[src/rtl/mc_pkg.sv]
//==============================================================================
// Module : mc_pkg
// Brief  : Shared encodings for the multicycle RV32I control FSM.
//          The HALT state exists only when ILLEGAL_TRAP_EN is defined.
// Rev    : 1.0
//==============================================================================
`default_nettype none

package mc_pkg;

    typedef logic [3:0] state_t;

    localparam state_t C_ST_FETCH    = 4'd0;
    localparam state_t C_ST_DECODE   = 4'd1;
    localparam state_t C_ST_MEMADR   = 4'd2;
    localparam state_t C_ST_MEMREAD  = 4'd3;
    localparam state_t C_ST_MEMWB    = 4'd4;
    localparam state_t C_ST_MEMWRITE = 4'd5;
    localparam state_t C_ST_EXECUTER = 4'd6;
    localparam state_t C_ST_EXECUTEI = 4'd7;
    localparam state_t C_ST_ALUWB    = 4'd8;
    localparam state_t C_ST_BRANCH   = 4'd9;
    localparam state_t C_ST_JAL      = 4'd10;
`ifdef ILLEGAL_TRAP_EN
    localparam state_t C_ST_HALT     = 4'd11;
`endif

    localparam logic [2:0] C_ALU_ADD = 3'b000;
    localparam logic [2:0] C_ALU_SUB = 3'b001;
    localparam logic [2:0] C_ALU_AND = 3'b010;
    localparam logic [2:0] C_ALU_OR  = 3'b011;
    localparam logic [2:0] C_ALU_XOR = 3'b100;
    localparam logic [2:0] C_ALU_SLT = 3'b101;

    localparam logic [1:0] C_ALUOP_ADD   = 2'b00;
    localparam logic [1:0] C_ALUOP_SUB   = 2'b01;
    localparam logic [1:0] C_ALUOP_FUNCT = 2'b10;

    localparam logic [1:0] C_RES_ALUOUT    = 2'b00;
    localparam logic [1:0] C_RES_DATA      = 2'b01;
    localparam logic [1:0] C_RES_ALURESULT = 2'b10;

    localparam logic [1:0] C_SRCA_PC    = 2'b00;
    localparam logic [1:0] C_SRCA_OLDPC = 2'b01;
    localparam logic [1:0] C_SRCA_RS1   = 2'b10;

    localparam logic [1:0] C_SRCB_RS2  = 2'b00;
    localparam logic [1:0] C_SRCB_IMM  = 2'b01;
    localparam logic [1:0] C_SRCB_FOUR = 2'b10;

    localparam logic [1:0] C_IMM_I = 2'b00;
    localparam logic [1:0] C_IMM_S = 2'b01;
    localparam logic [1:0] C_IMM_B = 2'b10;
    localparam logic [1:0] C_IMM_J = 2'b11;

    localparam logic [6:0] C_OP_LOAD   = 7'b0000011;
    localparam logic [6:0] C_OP_STORE  = 7'b0100011;
    localparam logic [6:0] C_OP_RTYPE  = 7'b0110011;
    localparam logic [6:0] C_OP_ITYPE  = 7'b0010011;
    localparam logic [6:0] C_OP_BRANCH = 7'b1100011;
    localparam logic [6:0] C_OP_JAL    = 7'b1101111;

    // States whose exit back to FETCH completes an instruction.
    function automatic logic is_retire_state(input state_t s);
        return (s == C_ST_MEMWB) || (s == C_ST_MEMWRITE) ||
               (s == C_ST_ALUWB) || (s == C_ST_BRANCH);
    endfunction

endpackage

`default_nettype wire

[src/rtl/alu_decoder.sv]
//==============================================================================
// Module : alu_decoder
// Brief  : Maps ALUOp plus instruction fields to the ALUControl code.
// Rev    : 1.0
//==============================================================================
`default_nettype none

module alu_decoder
    import mc_pkg::*;
(
    input  logic       op5_i,
    input  logic [2:0] funct3_i,
    input  logic       funct7b5_i,
    input  logic [1:0] aluop_i,
    output logic [2:0] alucontrol_o
);

    always_comb begin
        alucontrol_o = C_ALU_ADD;
        case (aluop_i)
            C_ALUOP_ADD: alucontrol_o = C_ALU_ADD;
            C_ALUOP_SUB: alucontrol_o = C_ALU_SUB;
            default: begin
                case (funct3_i)
                    // Only R-type uses funct7b5; addi with imm[10] set stays add.
                    3'b000:  alucontrol_o = (funct7b5_i & op5_i) ? C_ALU_SUB : C_ALU_ADD;
                    3'b010:  alucontrol_o = C_ALU_SLT;
                    3'b110:  alucontrol_o = C_ALU_OR;
                    3'b111:  alucontrol_o = C_ALU_AND;
                    3'b100:  alucontrol_o = C_ALU_XOR;
                    default: alucontrol_o = C_ALU_ADD;
                endcase
            end
        endcase
    end

endmodule

`default_nettype wire

[src/rtl/multicycle_ctrl.sv]
//==============================================================================
// Module : multicycle_ctrl
// Brief  : Moore control FSM for a multicycle RV32I datapath, with a
//          retired-instruction counter. Define ILLEGAL_TRAP_EN to halt on
//          undecoded opcodes instead of skipping them as NOPs.
// Rev    : 1.0
//==============================================================================
`default_nettype none

module multicycle_ctrl
    import mc_pkg::*;
#(
    parameter int CNT_W = 32
) (
    input  logic             clk,
    input  logic             reset,
    input  logic [6:0]       op,
    input  logic [2:0]       funct3,
    input  logic             funct7b5,
    input  logic             Zero,
    output logic             PCWrite,
    output logic             AdrSrc,
    output logic             MemWrite,
    output logic             IRWrite,
    output logic [1:0]       ResultSrc,
    output logic [1:0]       ALUSrcA,
    output logic [1:0]       ALUSrcB,
    output logic [1:0]       ImmSrc,
    output logic [2:0]       ALUControl,
    output logic             RegWrite,
    output logic             Illegal,
    output logic [CNT_W-1:0] InstRet
);

    state_t           state_q, state_d;
    logic [CNT_W-1:0] instret_q, instret_d;
    logic [1:0]       w_aluop;

    alu_decoder u_alu_decoder (
        .op5_i        (op[5]),
        .funct3_i     (funct3),
        .funct7b5_i   (funct7b5),
        .aluop_i      (w_aluop),
        .alucontrol_o (ALUControl)
    );

    always_comb begin
        state_d = state_q;
        case (state_q)
            C_ST_FETCH:  state_d = C_ST_DECODE;
            C_ST_DECODE: begin
                case (op)
                    C_OP_LOAD,
                    C_OP_STORE:  state_d = C_ST_MEMADR;
                    C_OP_RTYPE:  state_d = C_ST_EXECUTER;
                    C_OP_ITYPE:  state_d = C_ST_EXECUTEI;
                    C_OP_BRANCH: state_d = C_ST_BRANCH;
                    C_OP_JAL:    state_d = C_ST_JAL;
`ifdef ILLEGAL_TRAP_EN
                    default:     state_d = C_ST_HALT;
`else
                    default:     state_d = C_ST_FETCH;
`endif
                endcase
            end
            C_ST_MEMADR:   state_d = op[5] ? C_ST_MEMWRITE : C_ST_MEMREAD;
            C_ST_MEMREAD:  state_d = C_ST_MEMWB;
            C_ST_MEMWB:    state_d = C_ST_FETCH;
            C_ST_MEMWRITE: state_d = C_ST_FETCH;
            C_ST_EXECUTER: state_d = C_ST_ALUWB;
            C_ST_EXECUTEI: state_d = C_ST_ALUWB;
            C_ST_ALUWB:    state_d = C_ST_FETCH;
            C_ST_BRANCH:   state_d = C_ST_FETCH;
            C_ST_JAL:      state_d = C_ST_ALUWB;
`ifdef ILLEGAL_TRAP_EN
            C_ST_HALT:     state_d = C_ST_HALT;
`endif
            default:       state_d = C_ST_FETCH;
        endcase
    end

    always_comb begin
        PCWrite   = 1'b0;
        AdrSrc    = 1'b0;
        MemWrite  = 1'b0;
        IRWrite   = 1'b0;
        RegWrite  = 1'b0;
        Illegal   = 1'b0;
        ResultSrc = C_RES_ALUOUT;
        ALUSrcA   = C_SRCA_PC;
        ALUSrcB   = C_SRCB_RS2;
        ImmSrc    = C_IMM_I;
        w_aluop   = C_ALUOP_ADD;
        case (state_q)
            C_ST_FETCH: begin
                IRWrite   = 1'b1;
                PCWrite   = 1'b1;
                ALUSrcB   = C_SRCB_FOUR;
                ResultSrc = C_RES_ALURESULT;
            end
            C_ST_DECODE: begin
                ALUSrcA = C_SRCA_OLDPC;
                ALUSrcB = C_SRCB_IMM;
                ImmSrc  = C_IMM_B;
            end
            C_ST_MEMADR: begin
                ALUSrcA = C_SRCA_RS1;
                ALUSrcB = C_SRCB_IMM;
                ImmSrc  = op[5] ? C_IMM_S : C_IMM_I;
            end
            C_ST_MEMREAD:  AdrSrc = 1'b1;
            C_ST_MEMWB: begin
                ResultSrc = C_RES_DATA;
                RegWrite  = 1'b1;
            end
            C_ST_MEMWRITE: begin
                AdrSrc   = 1'b1;
                MemWrite = 1'b1;
            end
            C_ST_EXECUTER: begin
                ALUSrcA = C_SRCA_RS1;
                w_aluop = C_ALUOP_FUNCT;
            end
            C_ST_EXECUTEI: begin
                ALUSrcA = C_SRCA_RS1;
                ALUSrcB = C_SRCB_IMM;
                w_aluop = C_ALUOP_FUNCT;
            end
            C_ST_ALUWB:    RegWrite = 1'b1;
            C_ST_BRANCH: begin
                ALUSrcA = C_SRCA_RS1;
                w_aluop = C_ALUOP_SUB;
                PCWrite = Zero ^ funct3[0];
            end
            C_ST_JAL: begin
                ALUSrcA = C_SRCA_OLDPC;
                ALUSrcB = C_SRCB_FOUR;
                ImmSrc  = C_IMM_J;
                PCWrite = 1'b1;
            end
`ifdef ILLEGAL_TRAP_EN
            C_ST_HALT:     Illegal = 1'b1;
`endif
            default: ;
        endcase
    end

    always_comb begin
        instret_d = instret_q;
        if ((state_d == C_ST_FETCH) && is_retire_state(state_q)) begin
            instret_d = instret_q + CNT_W'(1);
        end
    end

    always_ff @(posedge clk or posedge reset) begin
        if (reset) begin
            state_q   <= C_ST_FETCH;
            instret_q <= '0;
        end else begin
            state_q   <= state_d;
            instret_q <= instret_d;
        end
    end

    assign InstRet = instret_q;

endmodule

`default_nettype wire

[config.mk]
export PLATFORM = sky130hd
export DESIGN_NAME = multicycle_ctrl
export DESIGN_NICKNAME = d
export VERILOG_FILES = /design/src/rtl/mc_pkg.sv /design/src/rtl/alu_decoder.sv /design/src/rtl/multicycle_ctrl.sv
export SDC_FILE = /design/constraint.sdc
export NUM_CORES = 1
export LEC_CHECK = 0
export ABC_CLOCK_PERIOD_IN_PS = 1600
export BUFFER_PORTS_ARGS = -buffer_cell sky130_fd_sc_hd__buf_2
export CORE_MARGIN = 2
export CORE_UTILIZATION = 45
export DETAILED_ROUTE_END_ITERATION = 8
export PLACE_DENSITY = 0.74
export SYNTH_ARGS = -nofsm -noshare
export SYNTH_HDL_FRONTEND = slang
export SYNTH_SLANG_ARGS = --single-unit
export TNS_END_PERCENT = 5
[constraint.sdc]
create_clock -name clk -period 1.6 [get_ports clk]
set_clock_uncertainty 0.1 [all_clocks]
set_input_delay 0.08 -clock clk [delete_from_list [all_inputs] [get_ports clk]]
set_output_delay 0.08 -clock clk [all_outputs]
set_load 0.02 [all_outputs]
==> results.yml, run 1 <==
run_status:
  outcome: "finished, violations left"
  violations: "negative setup slack"
synth:
  async_flop_share: 1.000
  ys_warn_count: 0
  synth_nets: 211
  yosysSeqAreaShare: 0.4633
  synth.distinct_cells: 39
  syn_area_um2: 1944
  synth_top_cell_by_area: "dfrtp_1"
  synthTopCellsByCount: "dfrtp_1, xnor2_1, nand2_1, nor2_1, nand3_1"
  synth_top_area_frac: 0.4633
  synthCells: 196
  synth_area_leaders: "dfrtp_1, xnor2_1, nand2_1"
  syn_avg_cell_area_um2: 9.920
  synth_edf_count: 0
  ys_seq_elements: 36
  synthFlopType: "dfrtp_1"
  synthMostInstantiatedCell: "dfrtp_1"
placement:
  numPlacedInstances: 327
  port_buffers: 61
  gp_congestion: 0.8051
  dpl.hpwl_um: 3320
layout:
  drive_gt1_frac: 0.4403
  syn_to_final_growth_pct: 44.53
  fillers: 306
  utilization: 0.6877
  num_antenna_cells: 0
  final_nets: 308
  fin_cells: 343
setup_path:
  critPathKind: "reg2out"
  cp.required_ps: 1420
  worstPathArrival_ps: 1570
  endpoint_kind: "output port"
  crit_top_cell: "buf_4"
  cp_slowest_stage_delay_ps: 440
  worst_path_max_delay_cell: "dfrtp_1"
  crit_path_cell_trace: "buf_6 -> buf_4 -> xnor2_2 -> nand2_1 -> a21oi_1 -> buf_4"
  critPathMaxFanout: 4
  start_kind: "flop"
  ff2ff_setup_slack_ps: -110
timing:
  setup_slack_ps: -148.6
  finalHoldViolations: 0
  finalSetupTns_ps: -2182
  setup_viol_count_final: 35
  slew_violations: 0
  period_share: 1.093
  max_freq_mhz: 571.9
  rsz0062_at_grt: "true"
  fin_crit_ps: 1749
global_route:
  grt_pass1_vias: 1713
  antenna_found_initial: 0
  track_usage: 0.2004
  grt_max_degree: 37
  grt_pass1_wl_um: 7900
  overflow: 0
floorplanning:
  io_pins: 63
  die_x_um: 69.73
  die-area_um2: 4862
  core-area_um2: 4086
  start_util: 0.4758
  rows: 23
  die_y_um: 69.73
cts:
  cts.sinks: 36
  numCtsBuffers: 5
  cts_tree: "built"
  clkTransAtPathRegs_ps: 70
  root_buffer: "clkbuf_8"
  clock_latency_ps: 290
  htree_num_levels: 2
  clk_path_buf_depth: 2
job:
  max_cap_violations: 0
detailed_routing:
  wl_um: 4790
  first_pass_iters: 4
  dr.first_iter.drc_count: 45
  vias: 1813
  viasPerCell: 5.286
  detail-route-antenna-nets: 0
  wl_per_cell_um: 13.97
  drc_errors: 0
min_path:
  hold_class: "in2reg"
pwr:
  switching_share: 0.3463
  pwr-share-seq: 0.389
  vdd_drop_max_uv: 816.4
  pwr_density_cell_nw_per_um2: 923.1
  switchingPower_uw: 898.5
  p_int_uw: 1696
  clockPowerShare: 0.235
  leakagePower_uw: 0.001417
  pwr-share-comb: 0.376
-- critical path, delay by kind of cell, from the launching register on --
family	cells	cell delay, ps
xor+xnor	1	160
simple gates	1	80
flops	1	440
buf+inv	3	470
compound gates	1	140
-- logic make-up (layout without fill, tap and decap cells) --
logic type                 count (synthesis)  after routing  synth area share
AOI/OAI and AO/OA                         15             15           0.05084
xor gates and xnor gates                  37             37            0.1667
adders and majority gates                  1              1          0.006434
buffers and inverters                     16            113           0.03989
DFF                                       36             36            0.4633
muxes                                      1              1          0.005791
other                                      1              1          0.001929
and+or+nand+nor                           89             89            0.2651
-- stage by stage --
stage / area (um^2) / worst slack (ps) / power (uW) / hold slack [ps]
after CTS: 2761 / -138.9 / 2564 / 16.99
after floorplan: 1952 / -135.0 / 1532 / 121.7
after global routing: 2810 / -228.4 / 2716 / 55.04
final: 2810 / -148.6 / 2594 / 34.51
after detailed placement: 2490 / -44.39 / 1813 / 109.4
after global placement: 2490 / -22.38 / 1798 / 100.1
-- cell type report --
class	count	area, um^2	area share
multi-input cells	144	1069	0.3802
flip-flops and latches	36	900.9	0.3206
repair buffers	100	675.6	0.2404
clock buffers	6	72.57	0.02582
well taps	50	62.56	0.02226
inverters	6	25.02	0.008905
clock inverters	1	5.005	0.001781
-- cell usage in the layout (no fill, tap or decap), drive strengths merged, types with 2 or more instances in the layout --
cell type     n
a21oi         4
and3          3
and4          5
buf          98
clkbuf        6
dfrtp        36
dlygate4sd3   2
inv           6
nand2        20
nand2b        3
nand3        13
nand3b        2
nand4        10
nor2         14
nor3          7
nor4          3
o21ai         4
o22a          2
xnor2        30
xor2          7
-- power by group through the flow --
stage	clock network, uW	registers, uW	logic (uW)
6_report	610	1010	975
5_1_grt	657	1020	1040
4_1_cts	622	1010	933
3_5_place_dp	0	1020	789
3_3_place_gp	0	1020	778
2_1_floorplan	0	1090	443
-- sequential cells by signal, summed over array words and instances, names as in the netlist --
| register | count |
|---|---|
| InstRet | 32 |
| state_q | 4 |
-- path summary, 6_finish.rpt --
path | start | end | cells after the start
max in group asynchronous | reset | state_q[3] | 4
min in group asynchronous | reset | InstRet[22] | 4
worst max register to register | state_q[1] | InstRet[31] | 6
worst max-delay path | state_q[2] | ALUSrcB[0] | 6
worst min register to register | InstRet[29] | InstRet[29] | 1
worst min-delay path | op[2] | state_q[0] | 4
-- metal layers --
metal | up-vias | GRT usage | wire, um
met5 | - | 0 | 0
met4 | 0 | 0.05983 | 71
met3 | 7 | 0.04797 | 171
met2 | 43 | 0.3397 | 2432
met1 | 893 | 0.2547 | 2114
li1 | 870 | - | -
-- timing repair --
action                                  CTS  global route
hold endpoints to repair                 37             0
hold buffers                              2             0
endpoints found under the setup margin   25            43
pin swaps                                 7             5
gates resized for setup                  36            13
setup buffers                             6             1
Note: power is estimated with default switching activity, not from simulation.
==> run 2: changes to the inputs <==
--- a/config.mk
+++ b/config.mk
@@ -5,12 +5,13 @@
 export SDC_FILE = /design/constraint.sdc
 export NUM_CORES = 1
 export LEC_CHECK = 0
+export ABC_AREA = 1
 export ABC_CLOCK_PERIOD_IN_PS = 1600
 export BUFFER_PORTS_ARGS = -buffer_cell sky130_fd_sc_hd__buf_2
 export CORE_MARGIN = 2
-export CORE_UTILIZATION = 45
+export CORE_UTILIZATION = 49
 export DETAILED_ROUTE_END_ITERATION = 8
-export PLACE_DENSITY = 0.74
+export PLACE_DENSITY = 0.76
 export SYNTH_ARGS = -nofsm -noshare
 export SYNTH_HDL_FRONTEND = slang
 export SYNTH_SLANG_ARGS = --single-unit
==> run 2 against run 1 <==
  * The run still ends with negative setup slack left
  * Register-to-register slack better by 150 ps
  * Clock-buffer cell count stayed put
  * Final cell count increased by 63%
  * Setup slack better by 47 ps
  * Critical path type unchanged
==> results.yml, run 2 <==
setup_path:
  cp.required_ps: 1420
  endpoint_kind: "output port"
  start_kind: "flop"
  critPathMaxFanout: 4
  cp.buffers_inverters: 3
  crit_path_cell_trace: "inv_2 -> nand2_2 -> nor2_2 -> inv_2 -> or2_1 -> nor3b_2 -> buf_4"
  timing.rr.end: "InstRet[22]"
  worst_path_max_delay_cell: "dfrtp_1"
  reg2reg_depth: 8
  crit_top_cell: "inv_2"
  rr_startpoint: "InstRet[1]"
  worstPathArrival_ps: 1520
  ff2ff_setup_slack_ps: 40
  cp_slowest_stage_delay_ps: 390
  path_delay_family: "simple AND/OR/NAND/NOR gates"
  critPathKind: "reg2out"
cts:
  clock_latency_ps: 290
  clk_path_buf_depth: 2
  cts.sinks: 36
  numCtsBuffers: 5
  root_buffer: "clkbuf_8"
  cts_tree: "built"
  clkTransAtPathRegs_ps: 70
  htree_num_levels: 2
detailed_routing:
  vias: 2740
  wl_per_cell_um: 12.23
  wl_um: 6822
  first_pass_iters: 4
  viasPerCell: 4.910
  detail-route-antenna-nets: 0
  dr.first_iter.drc_count: 205
  drc_errors: 0
synth:
  synthTopCellsByCount: "nand2_1, nor2_1, inv_1, dfrtp_1, nand3_1"
  ys_seq_elements: 36
  synthFlopType: "dfrtp_1"
  synth_top_cell_by_area: "dfrtp_1"
  synth-xor-area-share: 0.05453
  synth_simple_gate_area_frac: 0.4883
  synthMostInstantiatedCell: "nand2_1"
  synth_fa_ha_area_frac: 0.004869
  synth.distinct_cells: 26
  yosysSeqAreaShare: 0.3505
  synth_top_area_frac: 0.3505
  synthCells: 406
  synth_nets: 421
  synth_area_leaders: "dfrtp_1, nand2_1, nor2_1"
  ys_warn_count: 0
  synth_edf_count: 0
  synth_top_family_by_area: "simple AND/OR/NAND/NOR gates"
  muxShareOfSynthArea: 0
  syn_avg_cell_area_um2: 6.330
  synth_compound_area_frac: 0.01607
  syn_area_um2: 2570
  async_flop_share: 1.000
timing:
  period_share: 1.063
  setup_slack_ps: -101.3
  fin_crit_ps: 1701
  finalHoldViolations: 0
  max_freq_mhz: 587.8
  setup_viol_count_final: 4
  slew_violations: 0
  rsz0062_at_grt: "true"
global_route:
  antenna_found_initial: 0
  overflow: 0
  track_usage: 0.2461
  grt_pass1_vias: 2542
  grt_pass1_wl_um: 11860
  grt_max_degree: 18
layout:
  mostFrequentLayoutCells: "nand2_1, buf_2, nor2_1"
  drive_gt1_frac: 0.2766
  num_antenna_cells: 0
  largest_reg_flops: 32
  syn_to_final_growth_pct: 25.95
  fillers: 492
  final_nets: 502
  fin_cells: 558
  mostFrequentLayoutCell: "nand2_1"
floorplanning:
  start_util: 0.5064
  die_x_um: 76.42
  die-area_um2: 5840
  die_y_um: 76.42
  core-area_um2: 5075
  io_pins: 63
  rows: 26
run_status:
  outcome: "finished, violations left"
  violations: "negative setup slack"
placement:
  port_buffers: 61
  gp_congestion: 0.9822
  dpl.hpwl_um: 5269
  numPlacedInstances: 546
pwr:
  leakagePower_uw: 0.001701
  vdd_drop_max_uv: 657.3
  pwr_density_cell_nw_per_um2: 786.0
  finalPower_uw: 2544
min_path:
  hold_path_end: "state_q[2]"
  min-delay-start: "op[4]"
  hold_class: "in2reg"
  min_path_cells: 3
job:
  max_cap_violations: 0
run 2: cell count changes after synthesis, moves of 5 or more:
cell / before / now
nand2_1: 20 / 181
inv_1: 6 / 42
nor2_1: 14 / 56
nor3_1: 7 / 2
nand3_1: 13 / 25
nand4_1: 9 / 4
nand2_2: 0 / 8
nor2_4: 0 / 7
and4_1: 5 / 0
xnor2_1: 30 / 8
nor2_2: 0 / 8
run 2: cell type report:
cell class	instances	area (um^2)	area share
multi-input cells	319	1498	0.4627
flip-flops and latches	36	912.1	0.2818
repair buffers	81	481.7	0.1488
inverters	44	165.2	0.05102
well taps	70	87.58	0.02706
clock buffers	6	82.58	0.02551
clock inverters	2	10.01	0.003092
run 2: worst max-delay path by stage:
| stage | start | to | slack (ps) | depth (start not counted) |
|---|---|---|---|---|
| 6_report | state_q[3] | ALUControl[2] | -100 | 7 |
| 5_1_grt | state_q[3] | ALUControl[2] | -170 | 7 |
| 4_1_cts | state_q[3] | ALUControl[2] | -80 | 7 |
| 3_5_place_dp | InstRet[1] | InstRet[22] | 2 | 8 |
| 3_3_place_gp | InstRet[1] | InstRet[30] | 80 | 10 |
| 2_1_floorplan | InstRet[1] | InstRet[22] | -20 | 8 |
run 2: tightest hold or removal path, delay by kind of cell:
family | cells | cell delay [ps]
simple gates | 2 | 180
buf+inv | 1 | 100
run 2: routing by layer:
layer / share of wire / up-vias / global-route usage
met2: 0.48 / 89 / 0.4053
met1: 0.45 / 1255 / 0.3351
li1: - / 1385 / -
met4: 0.018 / 0 / 0.07455
met5: 0 / - / 0
met3: 0.053 / 11 / 0.03673
run 2: through the flow:
stage | cell area [um^2] | setup WS [ps] | utilization | TNS (ps) | hold slack [ps]
2_1_floorplan | 2570 | -24.41 | - | -38.69 | 88.08
3_3_place_gp | 3044 | 77.70 | 0.5999 | 0 | 15.99
3_5_place_dp | 3044 | 1.571 | 0.5999 | 0 | 28.08
4_1_cts | 3188 | -81.92 | 0.6282 | -171.8 | 1.248
5_1_grt | 3237 | -165.7 | 0.6378 | -1353 | 55.44
6_report | 3237 | -101.3 | 0.6378 | -249.8 | 6.817
run 2: cells by family (layout without fill, tap and decap cells):
group,after synthesis,after routing
adder cells (fa/ha/maj),1,1
AND/OR/NAND/NOR,294,294
AO/OA/AOI/OAI,7,7
other,1,1
flip-flops,36,36
XOR/XNOR,16,16
buffers and inverters,51,133
run 2: power breakdown:
group          switching, uW  internal (uW)  leakage (uW)  total, uW
sequential              74.5            964      0.000483       1040
combinational            514            304       0.00117        818
clock                    345            344     0.0000510        689
total                    933           1610       0.00170       2540
run 2: timing repair:
item	in CTS	in global routing
setup endpoints to repair	11	37
hold buffers	2	0
pin swaps	1	2
buffers inserted	2	0
endpoints found under the hold margin	11	0
gates resized for setup	8	19
==> run 3: changes to the inputs <==
--- a/config.mk
+++ b/config.mk
@@ -9,10 +9,12 @@
 export ABC_CLOCK_PERIOD_IN_PS = 1600
 export BUFFER_PORTS_ARGS = -buffer_cell sky130_fd_sc_hd__buf_2
 export CORE_MARGIN = 2
-export CORE_UTILIZATION = 49
+export CORE_UTILIZATION = 48
 export DETAILED_ROUTE_END_ITERATION = 8
+export GPL_TIMING_DRIVEN = 0
 export PLACE_DENSITY = 0.76
 export SYNTH_ARGS = -nofsm -noshare
 export SYNTH_HDL_FRONTEND = slang
+export SYNTH_HIERARCHICAL = 1
 export SYNTH_SLANG_ARGS = --single-unit
 export TNS_END_PERCENT = 5
==> run 3 against run 2 <==
  * The run still ends with negative setup slack left
  * Power is 0.36% lower
  * Clock-buffer cell count stayed put
  * Final cell count is 10% lower
  * Sequential share of layout area is 1.0 points higher
  * Routed wire length is 13% lower
  * Global-route usage is 2.0 points lower
  * Via count is 11% lower
  * Synthesized area is 6.3% lower
  * Combinational power is 7.3% higher
  * Utilization is 1.4 points higher
  * Setup slack better by 73 ps
  * Critical endpoint is now PCWrite
  * Highest routed layer unchanged
==> results.yml, run 3 <==
run_status:
  outcome: "finished, violations left"
  violations: "negative setup slack"
floorplanning:
  die_y_um: 74.84
  rows: 25
  start_util: 0.5033
  io_pins: 63
  die-area_um2: 5600
  die_x_um: 74.84
  core-area_um2: 4786
synth:
  ys_warn_count: 6
  synth_top_area_frac: 0.3740
  synthMostInstantiatedCell: "nand2_1"
  synthTopCellsByCount: "nand2_1, nor2_1, inv_1, dfrtp_1, nand3_1"
  syn_area_um2: 2409
  synthCells: 352
  async_flop_share: 1.000
  synth_nets: 367
  synthFlopType: "dfrtp_1"
  synth_edf_count: 0
  yosysSeqAreaShare: 0.3740
  ys_seq_elements: 36
  synth.distinct_cells: 27
  synth_top_cell_by_area: "dfrtp_1"
  syn_avg_cell_area_um2: 6.843
  synth_area_leaders: "dfrtp_1, nand2_1, nor2_1"
placement:
  gp_congestion: 0.9108
  dpl.hpwl_um: 4388
  port_buffers: 61
pwr:
  switchingPower_uw: 908.3
  switching_share: 0.3583
  pwr-share-comb: 0.346
  clockPowerShare: 0.238
  finalPower_uw: 2535
  pwr_density_cell_nw_per_um2: 812.4
  p_int_uw: 1627
  vdd_drop_max_uv: 853.3
  leakagePower_uw: 0.001518
  pwr-share-seq: 0.416
timing:
  finalHoldViolations: 0
  rsz0062_at_grt: "true"
  period_share: 1.017
  fin_crit_ps: 1628
  max_freq_mhz: 614.3
  setup_viol_count_final: 2
  slew_violations: 0
  setup_slack_ps: -27.95
  timing.slew.headroom: 0.5060
  worst_slew_pin_slew_ps: 740.0
  finalSetupTns_ps: -43.06
global_route:
  overflow: 0
  grt_pass1_wl_um: 9867
  grt_use_met2: 0.3879
  grt_use_met3: 0.04016
  grt_pass1_vias: 2289
  antenna_found_initial: 0
  grt_max_degree: 37
  track_usage: 0.2264
  grtUsageMet1: 0.2919
  top_usage_layer: "met2"
layout:
  mostFrequentLayoutCell: "nand2_1"
  mostFrequentLayoutCells: "nand2_1, buf_2, nor2_1"
  utilization: 0.6520
  syn_to_final_growth_pct: 29.56
  final_nets: 449
  num_antenna_cells: 0
  largest_reg_flops: 32
  drive_gt1_frac: 0.3249
detailed_routing:
  wl_um: 5910
  vias: 2451
  drc_errors: 0
  wl_per_cell_um: 11.80
  viasPerCell: 4.892
  detail-route-antenna-nets: 0
  first_pass_iters: 4
  dr.first_iter.drc_count: 110
cts:
  cts_tree: "built"
  clkTransAtPathRegs_ps: 70
  clk_path_buf_depth: 2
  clock_latency_ps: 290
  cts.sinks: 36
  root_buffer: "clkbuf_8"
  numCtsBuffers: 5
  htree_num_levels: 2
setup_path:
  endpoint_kind: "output port"
  cp.depth: 7
  crit_path_cell_trace: "buf_6 -> nand2_4 -> nor2_4 -> inv_2 -> o21ai_2 -> o21bai_1 -> buf_4"
  path_delay_family: "flip-flops"
  start_kind: "flop"
  critPathMaxFanout: 4
  crit_path_start: "state_q[3]"
  worst_path_max_delay_cell: "dfrtp_2"
  rr_startpoint: "state_q[2]"
  reg2reg_depth: 7
  cp.buffers_inverters: 3
  timing.rr.end: "InstRet[12]"
  cp.required_ps: 1420
  worstPathArrival_ps: 1450
  ff2ff_setup_slack_ps: 50
  critPathKind: "reg2out"
  cp_slowest_stage_delay_ps: 440
min_path:
  min-delay-start: "op[6]"
  min_path_cells: 3
  hold_class: "in2reg"
  hold_path_end: "state_q[3]"
job:
  max_cap_violations: 0
[run 3: changes by cell type after synthesis, sizes merged, moves of 3 or more]
cell,delta
xor2,-6
inv,+3
nand2,-63
nand3b,+4
xnor2,+6
nand3,-6
nor2,-5
nand4,+11
[run 3: worst max-delay path by stage]
stage and to:
6_report PCWrite, 5_1_grt PCWrite, 4_1_cts PCWrite, 3_5_place_dp InstRet[16], 3_3_place_gp InstRet[16], 2_1_floorplan InstRet[16]
[run 3: kinds of logic (layout without fill, tap and decap cells)]
logic type               Yosys count  count (layout)  share of synthesized area
adder cells (fa/ha/maj)            1               1                   0.005194
buffers and inverters             53             135                    0.09402
flip-flops                        36              36                     0.3740
XOR/XNOR                          16              16                    0.05818
AO/OA/AOI/OAI                     10              10                    0.03481
AND/OR/NAND/NOR                  235             235                     0.4322
other                              1               1                   0.001557
[run 3: stage by stage]
step	instance area (um^2)	hold slack (ps)	cells	worst slack, ps
2_1_floorplan	2410	104.3	352	6.935
3_3_place_gp	2799	246.5	480	16.06
3_5_place_dp	2799	251.8	480	-11.38
5_1_grt	3120	64.56	501	-77.25
4_1_cts	3053	27.72	500	-0.7676
6_report	3120	32.81	501	-27.95
[run 3: tightest hold or removal path, cell delays in order]
cell and delay [ps]:
buf_2 110, nand3b_1 100, o211ai_1 90
[run 3: power groups by stage]
stage                     logic, uW  clock network (uW)  registers [uW]
after floorplan                 451                   0            1090
after global placement          692                   0            1060
after detailed placement        701                   0            1060
after CTS                       861                 616            1040
after global routing            951                 644            1070
final                           878                 602            1050
[run 3: metal layers]
metal,up-vias,wire (um),share of wire
met5,-,0,0
met4,0,63,0.011
met3,6,304,0.051
met2,69,2916,0.49
met1,1116,2625,0.44
li1,1260,-,-
[run 3: what timing repair did]
| item | CTS | global route |
|---|---|---|
| endpoints found under the hold margin | 2 | 36 |
| buffers inserted | 11 | 0 |
| hold buffers | 2 | 1 |
| setup endpoints to repair | 16 | 32 |
| resized for setup | 31 | 23 |
| pin swaps | 8 | 4 |
[run 3: area by class of cell]
| class | instances | area (um^2) |
|---|---|---|
| Buffer | 6 | 52.55 |
| Multi-Input combinational cell | 263 | 1371 |
| Clock inverter | 1 | 5.005 |
| Tap cell | 67 | 83.83 |
| Fill cell | 421 | 1665 |
| Clock buffer | 6 | 72.57 |
| Inverter | 47 | 178.9 |
| Timing Repair Buffer | 75 | 445.4 |
| Sequential cell | 36 | 910.9 |
